## src/rtl/route_lookup_ctrl.sv

```systemverilog
// route_lookup_ctrl: issues one destination address per request to the TCAM
// route table, waits a bounded window for a match and hands the resolved
// route (or the configured default route) downstream over valid/ready.
// Optional build macro ROUTE_STATS_EN adds saturating hit/miss counters
// with a synchronous clear (stat_clr, stat_hits, stat_misses).
//
// state   | meaning
// --------+------------------------------------------------------------
// S_IDLE  | ready for a request; latches address and tag on req_valid
// S_ISSUE | one-cycle TCAM strobe; wait counter cleared
// S_WAIT  | counting cycles until a TCAM response or the timeout
// S_HOLD  | result presented on res_*; leaves on res_ready
module route_lookup_ctrl #(
  parameter int unsigned TIMEOUT_CYCLES = 8,
  parameter int unsigned TAG_W          = 8
) (
  input  logic             clk,
  input  logic             rst,
  input  logic             req_valid,
  output logic             req_ready,
  input  logic [31:0]      req_dst_ip,
  input  logic [TAG_W-1:0] req_tag,
  output logic [31:0]      tcam_addr,
  output logic             tcam_strobe,
  input  logic             tcam_valid,
  input  logic [31:0]      tcam_next_hop,
  input  logic [3:0]       tcam_if_idx,
  input  logic [7:0]       tcam_prefix_size,
  input  logic [31:0]      cfg_def_next_hop,
  input  logic [3:0]       cfg_def_if_idx,
  output logic             res_valid,
  input  logic             res_ready,
  output logic [31:0]      res_next_hop,
  output logic [3:0]       res_if_idx,
  output logic [7:0]       res_prefix_size,
  output logic             res_hit,
  output logic [TAG_W-1:0] res_tag,
  output logic             busy
`ifdef ROUTE_STATS_EN
  ,
  input  logic             stat_clr,
  output logic [31:0]      stat_hits,
  output logic [31:0]      stat_misses
`endif
);

  typedef enum logic [1:0] {
    S_IDLE  = 2'd0,
    S_ISSUE = 2'd1,
    S_WAIT  = 2'd2,
    S_HOLD  = 2'd3
  } state_t;

  // The counter exits WAIT at this value, so it tops out at LAST_CNT+1 <= 255.
  localparam logic [7:0] LAST_CNT = 8'(TIMEOUT_CYCLES - 1);

  state_t           state_q, state_d;
  logic [31:0]      addr_q, addr_d;
  logic [TAG_W-1:0] tag_q, tag_d;
  logic [7:0]       cnt_q, cnt_d;
  logic [31:0]      nh_q, nh_d;
  logic [3:0]       if_q, if_d;
  logic [7:0]       pfx_q, pfx_d;
  logic             hit_q, hit_d;

  // State and datapath registers, synchronous active-high reset.
  always_ff @(posedge clk) begin
    if (rst) begin
      state_q <= S_IDLE;
      addr_q  <= '0;
      tag_q   <= '0;
      cnt_q   <= '0;
      nh_q    <= '0;
      if_q    <= '0;
      pfx_q   <= '0;
      hit_q   <= 1'b0;
    end else begin
      state_q <= state_d;
      addr_q  <= addr_d;
      tag_q   <= tag_d;
      cnt_q   <= cnt_d;
      nh_q    <= nh_d;
      if_q    <= if_d;
      pfx_q   <= pfx_d;
      hit_q   <= hit_d;
    end
  end

  // Next-state logic; a response in the timeout cycle still counts as a hit.
  always_comb begin
    state_d = state_q;
    case (state_q)
      S_IDLE:  if (req_valid) state_d = S_ISSUE;
      S_ISSUE: state_d = S_WAIT;
      S_WAIT:  if (tcam_valid || (cnt_q == LAST_CNT)) state_d = S_HOLD;
      S_HOLD:  if (res_ready) state_d = S_IDLE;
      default: state_d = S_IDLE;
    endcase
  end

  // Datapath: request capture, wait counter, result selection.
  always_comb begin
    addr_d = addr_q;
    tag_d  = tag_q;
    cnt_d  = cnt_q;
    nh_d   = nh_q;
    if_d   = if_q;
    pfx_d  = pfx_q;
    hit_d  = hit_q;
    case (state_q)
      S_IDLE: begin
        if (req_valid) begin
          addr_d = req_dst_ip;
          tag_d  = req_tag;
        end
      end
      S_ISSUE: cnt_d = '0;
      S_WAIT: begin
        cnt_d = cnt_q + 8'd1;
        if (tcam_valid && (tcam_prefix_size <= 8'd32)) begin
          nh_d  = tcam_next_hop;
          if_d  = tcam_if_idx;
          pfx_d = tcam_prefix_size;
          hit_d = 1'b1;
        end else if (tcam_valid || (cnt_q == LAST_CNT)) begin
          // A prefix longer than 32 bits is malformed and treated as a miss.
          nh_d  = cfg_def_next_hop;
          if_d  = cfg_def_if_idx;
          pfx_d = 8'd0;
          hit_d = 1'b0;
        end
      end
      default: ;
    endcase
  end

  // Outputs decoded from state plus registered result fields.
  always_comb begin
    req_ready       = (state_q == S_IDLE);
    tcam_strobe     = (state_q == S_ISSUE);
    res_valid       = (state_q == S_HOLD);
    busy            = (state_q != S_IDLE);
    tcam_addr       = addr_q;
    res_next_hop    = nh_q;
    res_if_idx      = if_q;
    res_prefix_size = pfx_q;
    res_hit         = hit_q;
    res_tag         = tag_q;
  end

`ifdef ROUTE_STATS_EN
  logic        hold_entry;
  logic [31:0] hits_q, hits_d;
  logic [31:0] misses_q, misses_d;

  // Saturating counters bumped on entry to HOLD; clear beats increment.
  always_comb begin
    hold_entry = (state_q == S_WAIT) && (state_d == S_HOLD);
    hits_d     = hits_q;
    misses_d   = misses_q;
    if (stat_clr) begin
      hits_d   = '0;
      misses_d = '0;
    end else if (hold_entry) begin
      if (hit_d && (hits_q != 32'hFFFF_FFFF))
        hits_d = hits_q + 32'd1;
      if (!hit_d && (misses_q != 32'hFFFF_FFFF))
        misses_d = misses_q + 32'd1;
    end
  end

  // Statistics registers.
  always_ff @(posedge clk) begin
    if (rst) begin
      hits_q   <= '0;
      misses_q <= '0;
    end else begin
      hits_q   <= hits_d;
      misses_q <= misses_d;
    end
  end

  assign stat_hits   = hits_q;
  assign stat_misses = misses_q;
`endif

endmodule

```

## config.mk

```make
export PLATFORM = sky130hd
export DESIGN_NAME = route_lookup_ctrl
export DESIGN_NICKNAME = d
export VERILOG_FILES = /design/src/rtl/route_lookup_ctrl.sv
export SDC_FILE = /design/constraint.sdc
export NUM_CORES = 1
export LEC_CHECK = 0
export ABC_AREA = 1
export BUFFER_PORTS_ARGS = -buffer_cell sky130_fd_sc_hd__buf_2
export CORE_ASPECT_RATIO = 1.4
export CORE_UTILIZATION = 35
export DETAILED_ROUTE_END_ITERATION = 6
export PLACE_DENSITY = 0.68
export SLEW_MARGIN = 25
export SYNTH_ARGS = -nofsm -noshare
export SYNTH_HDL_FRONTEND = slang
export SYNTH_SLANG_ARGS = --single-unit
```

## constraint.sdc

```tcl
create_clock -name clk -period 1.9 [get_ports clk]
set_input_delay 0.285 -clock clk [delete_from_list [all_inputs] [get_ports clk]]
set_output_delay 0.285 -clock clk [all_outputs]
set_load 0.01 [all_outputs]
```

# --- Yosys cells after proc, flatten, opt, wreduce, memory -nomap -nowiden ---
# Index checks and enable logic that the tools add are counted.
totals:
  output_inout_bits: 89
  reg_bits: 95
classes:
  magnitude_cmp: 1
  n_mux: 13
  n_reduce_logical: 9
  n_eq_ne: 7
  n_addsub: 1
op_table:
  columns: ["op", "n"]
  rows:
  - ["$mux 32", 2]
  - ["$mux 8", 2]
  - ["$pmux 8 s2", 1]
  - ["$add 8x1->8 const B", 1]
  - ["$eq 8x3->1 const B", 1]
  - ["$le 8x6->1 const B", 1]
  - ["$mux 4", 2]
  - ["$pmux 2 s4", 1]
  - ["$mux 2", 3]
  - ["$reduce_bool 2->1", 3]
  - ["$eq 2x2->1 const B", 2]
  - ["$ne 2x2->1 const B", 2]
  - ["$reduce_and 2->1", 2]
  - ["$reduce_and 3->1", 1]
  - ["$eq 2x1->1 const B", 1]
  - ["$logic_not 2->1", 1]
  - ["$mux 1", 2]
  - ["$ne 2x1->1 const B", 1]
  - ["$logic_and 1x1->1", 1]
  - ["$logic_or 1x1->1", 1]

# --- Longest topological paths before layout ---
logic_depth:
  ltp_word: 4
  ltp_mapped: 9

# --- Worst setup path before layout ---
# Ideal clock, no wire load.
synth_timing:
  path_type: "register to register"
  from: "register state_q[1]"
  to: "register cnt_q[7]"
  required_time_ns: 1.785
  n_path_buf: 0
  synth_period_minus_slack_ns: 1.572
  path_stages_with_launch: 10
  setup_ns: 0.115
  t_arrival_ns: 1.458
  path_slack_ns: 0.328
  cell_sequence: "dfxtp_1 > inv_1 > ha_1 > nand2_1 > nor2_1 > nand2_1 > nor3_1 > nand3_1 > nand2_1 > nor2_1"
synth_via:
  elab_chain_len: 2
  word_cells_on_any_way: 4
  classes_between: "eq/ne: 2; mux: 1; reduce/logical: 1"
synth_rtl:
  columns: ["item", "line", "source"]
  rows:
  - ["from (decl)", "57", "state_t state_q, state_d;"]
  - ["from (signal assigned)", "78", "state_q <= state_d;"]
  - ["$eq 2x2->1 / $eq 2x1->1 (equally long branches)", "110", "case (state_q)"]
  - ["$pmux 8 s2 / $reduce_bool 2->1 (equally long branches)", null, null]
  - ["to (signal assigned)", "81", "cnt_q <= cnt_d;"]
  - ["to (decl)", "60", "logic [7:0] cnt_q, cnt_d;"]
# Parallel ways exist; a longest one is shown, timed or not.
# A chain may end at the register's enable or synchronous reset.

# --- Worst setup path in the final report ---
# Same ends and word-level chain as after synthesis.

==> flow_summary.ini <==
[timing]
setup-violations-final = 0
final_period_minus_worst_setup_slack_ns = 1.67
slew_at_the_pin_closest_to_its_max_slew_limit_ns = 0.486
final-max-slew-violation-count = 0
fin_setup_tns_ns = 0
setup_repair_after_global_routing_missed_its_margin = false
max-slew-margin-rel = 0.676
finClkSkew_ns = 0.00510
max_freq_mhz = 601
finalHoldViolCount = 0
final_min_period_over_clock_period = 0.876

[cts]
clkLatencyLatePin_ns = 0.34
number_of_sinks_handled_by_clock_tree_synthesis = 95
max-clock-path-buffers = 2
clkSlewWorstSetupHoldPaths_ns = 0.07
cts_buffers = 9
htree_levels = 3
cts_tree = yes
cts_root_buf = sky130_fd_sc_hd__clkbuf_16
post_cts_hold_buffer_count = 0

[setup_path]
crit_cells = 9
crit_buf_inv = 1
critPathSlowestCell = sky130_fd_sc_hd__ha_2
worst_setup_end_kind = register
critical_path_required_ns = 2.13
critical_path_class = register to register
cp_slowest_stage_delay_ns = 0.39
cp_max_fo = 7
r2r.worst_path.cells = 9
worst-endpoint-arrival_ns = 1.90
crit_path_start_kind = register
cp_cell_sequence = inv_1 -> ha_2 -> nand2_1 -> nor2_1 -> nand2_1 -> nor3_4 -> nand3_1 -> nand2_1 -> nor2_1
critPathMostFrequentCell = sky130_fd_sc_hd__nand2_1
worst_path_dominant_cell_family = simple AND/OR/NAND/NOR gates

[layout]
layout-drive-gt1-share = 0.316
final_nets = 952
n_diodes = 0
flow.area_growth_from_synthesis_pct = 31.7
final_design_area_no_fill_sq_um = 5790

[global_routing]
grt_antenna_before_repair = 1
first_global_vias = 3939
grt_start_max_net_pins = 43
grt_overflow_total = 0
global_route.usage.total = 0.176
grt_first_pass_wirelength_mm = 18.6

[route]
route.vias.total = 4444
via_per_inst = 4.55
initialDrtViolationCount = 128
wirelength_mm = 11.7
firstDrtPassIters = 4
routedWlPerCell_um = 12.0
number_of_nets_still_failing_antenna_checks_after_routing = 0
route.detailed.drc = 0

[placement]
placer_congestion = 0.772
portBuffers = 213
detailed_place.area_sq_um = 5520
detailed_place_hpwl_mm = 8.33

[min_path]
worstHoldPathCells = 3
worstHoldPathType = primary input to register

[synth]
syn-cell-area_sq_um = 4400
yosysSeqAreaShare = 0.432
yosys_synthesis_warning_count = 0
postSynthCellCount = 625
synth_largest_area_cell = sky130_fd_sc_hd__dfxtp_1
synth-async-reset-ratio = 0
yosysUniqueCellTypes = 26
avgSynthCellArea_sq_um = 7.04
yosysTopAreaCellShare = 0.432
synth_enable_flop_cells = 0
synth.top_cells.by_area = sky130_fd_sc_hd__dfxtp_1 43%, sky130_fd_sc_hd__nand2_1 8.8%, sky130_fd_sc_hd__nor2_1 8.6%
synthFlopType = sky130_fd_sc_hd__dfxtp_1
mappedNetlistNets = 755
ys_ff_latch = 95
synthMostInstantiatedCell = sky130_fd_sc_hd__nand2_1
synth.cells.most_frequent = 103 x sky130_fd_sc_hd__nand2_1, 101 x sky130_fd_sc_hd__nor2_1, 95 x sky130_fd_sc_hd__dfxtp_1

[floorplan]
placementRows = 48
design.core.area_sq_um = 12300
initial_core_util = 0.357
die_y_um = 135
ios = 214
horizontal_die_dimension_um = 96.8
design.die.area_sq_um = 13000

[flow_run]
timing.max_cap.violations = 0

[power]
p_per_area_nw_per_um2 = 1140
static-leakage-power_nw = 3.05
vdd_drop_max_mv = 0.840

[outcome]
run_status = complete, no violations
==> layer usage <==
layer,vias to the layer above,part of all wire,track usage
met5,-,0.0011,0
met4,2,0.016,0.0755
met3,12,0.079,0.0487
met2,182,0.48,0.309
met1,1901,0.43,0.200
li1,2347,-,-
==> what timing repair did <==
action	in CTS	in global routing
setup buffers	0	0
endpoints found under the setup margin	0	5
resized for setup	0	3
==> layout by cell type (no fill, tap or decap), types with 2 or more instances in the layout <==
cell type / count
sky130_fd_sc_hd__buf_2: 213
sky130_fd_sc_hd__nand2_1: 103
sky130_fd_sc_hd__nor2_1: 101
sky130_fd_sc_hd__dfxtp_1: 95
sky130_fd_sc_hd__inv_1: 94
sky130_fd_sc_hd__nand3_1: 62
sky130_fd_sc_hd__a21oi_1: 50
sky130_fd_sc_hd__o21ai_0: 45
sky130_fd_sc_hd__nand3_2: 17
sky130_fd_sc_hd__clkbuf_16: 9
sky130_fd_sc_hd__nand4_1: 6
sky130_fd_sc_hd__buf_4: 6
sky130_fd_sc_hd__ha_1: 4
sky130_fd_sc_hd__clkinvlp_4: 3
sky130_fd_sc_hd__nand2_4: 2
sky130_fd_sc_hd__clkinv_4: 2
sky130_fd_sc_hd__nor3_1: 2
sky130_fd_sc_hd__buf_12: 2
==> worst min-delay path, cell delays in order <==
cell and delay [ns]:
sky130_fd_sc_hd__buf_2 0.07, sky130_fd_sc_hd__o21ai_0 0.07, sky130_fd_sc_hd__nor2_1 0.07
==> kinds of logic after synthesis <==
family | count (synthesis) | share of synthesized area
fa+ha+maj | 5 | 0.0142
flops | 95 | 0.432
compound gates | 96 | 0.110
buf+inv | 131 | 0.134
simple gates | 298 | 0.310
==> where the power goes <==
part / switching, W / internal (W)
sequential: 0.000200 / 0.00242
clock: 0.000762 / 0.000880
combinational: 0.00144 / 0.000909
total: 0.00240 / 0.00421
==> sequential cells by signal, summed over array words and instances (netlist names) <==
register and cells:
res_next_hop 32, tcam_addr 32, cnt_q 8, res_prefix_size 8
res_tag 8, res_if_idx 4, state_q 2, res_hit 1
==> worst paths after layout <==
path                                         start            endpoint  slack, ns
worst max-delay path                    state_q[1]            cnt_q[7]       0.23
worst min-delay path                req_dst_ip[10]       tcam_addr[10]       0.19
worst max register to register          state_q[1]            cnt_q[7]       0.23
worst min register to register  res_prefix_size[6]  res_prefix_size[6]       0.44
==> per-stage QoR <==
step	power, W	worst slack [ns]	utilization	std cells	hold WS, ns
finish	0.00661	0.235	0.471	976	0.190
global route	0.00711	0.0165	0.471	976	0.196
CTS	0.00671	0.120	0.470	976	0.177
detailed placement	0.00502	0.148	0.448	961	0.432
global placement	0.00499	0.207	0.448	961	0.428
floorplan	0.00423	0.328	-	625	0.443
==> area by class of cell <==
cell class,count,area [sq um]
flip-flops and latches,95,1900
clock buffers,10,229
repair buffers,221,1150
clock inverters,5,36.3
fillers,1329,6520
multi-input cells,399,1920
well taps,150,188
inverters,96,365
No activity file was read; power rests on OpenSTA's default activity.
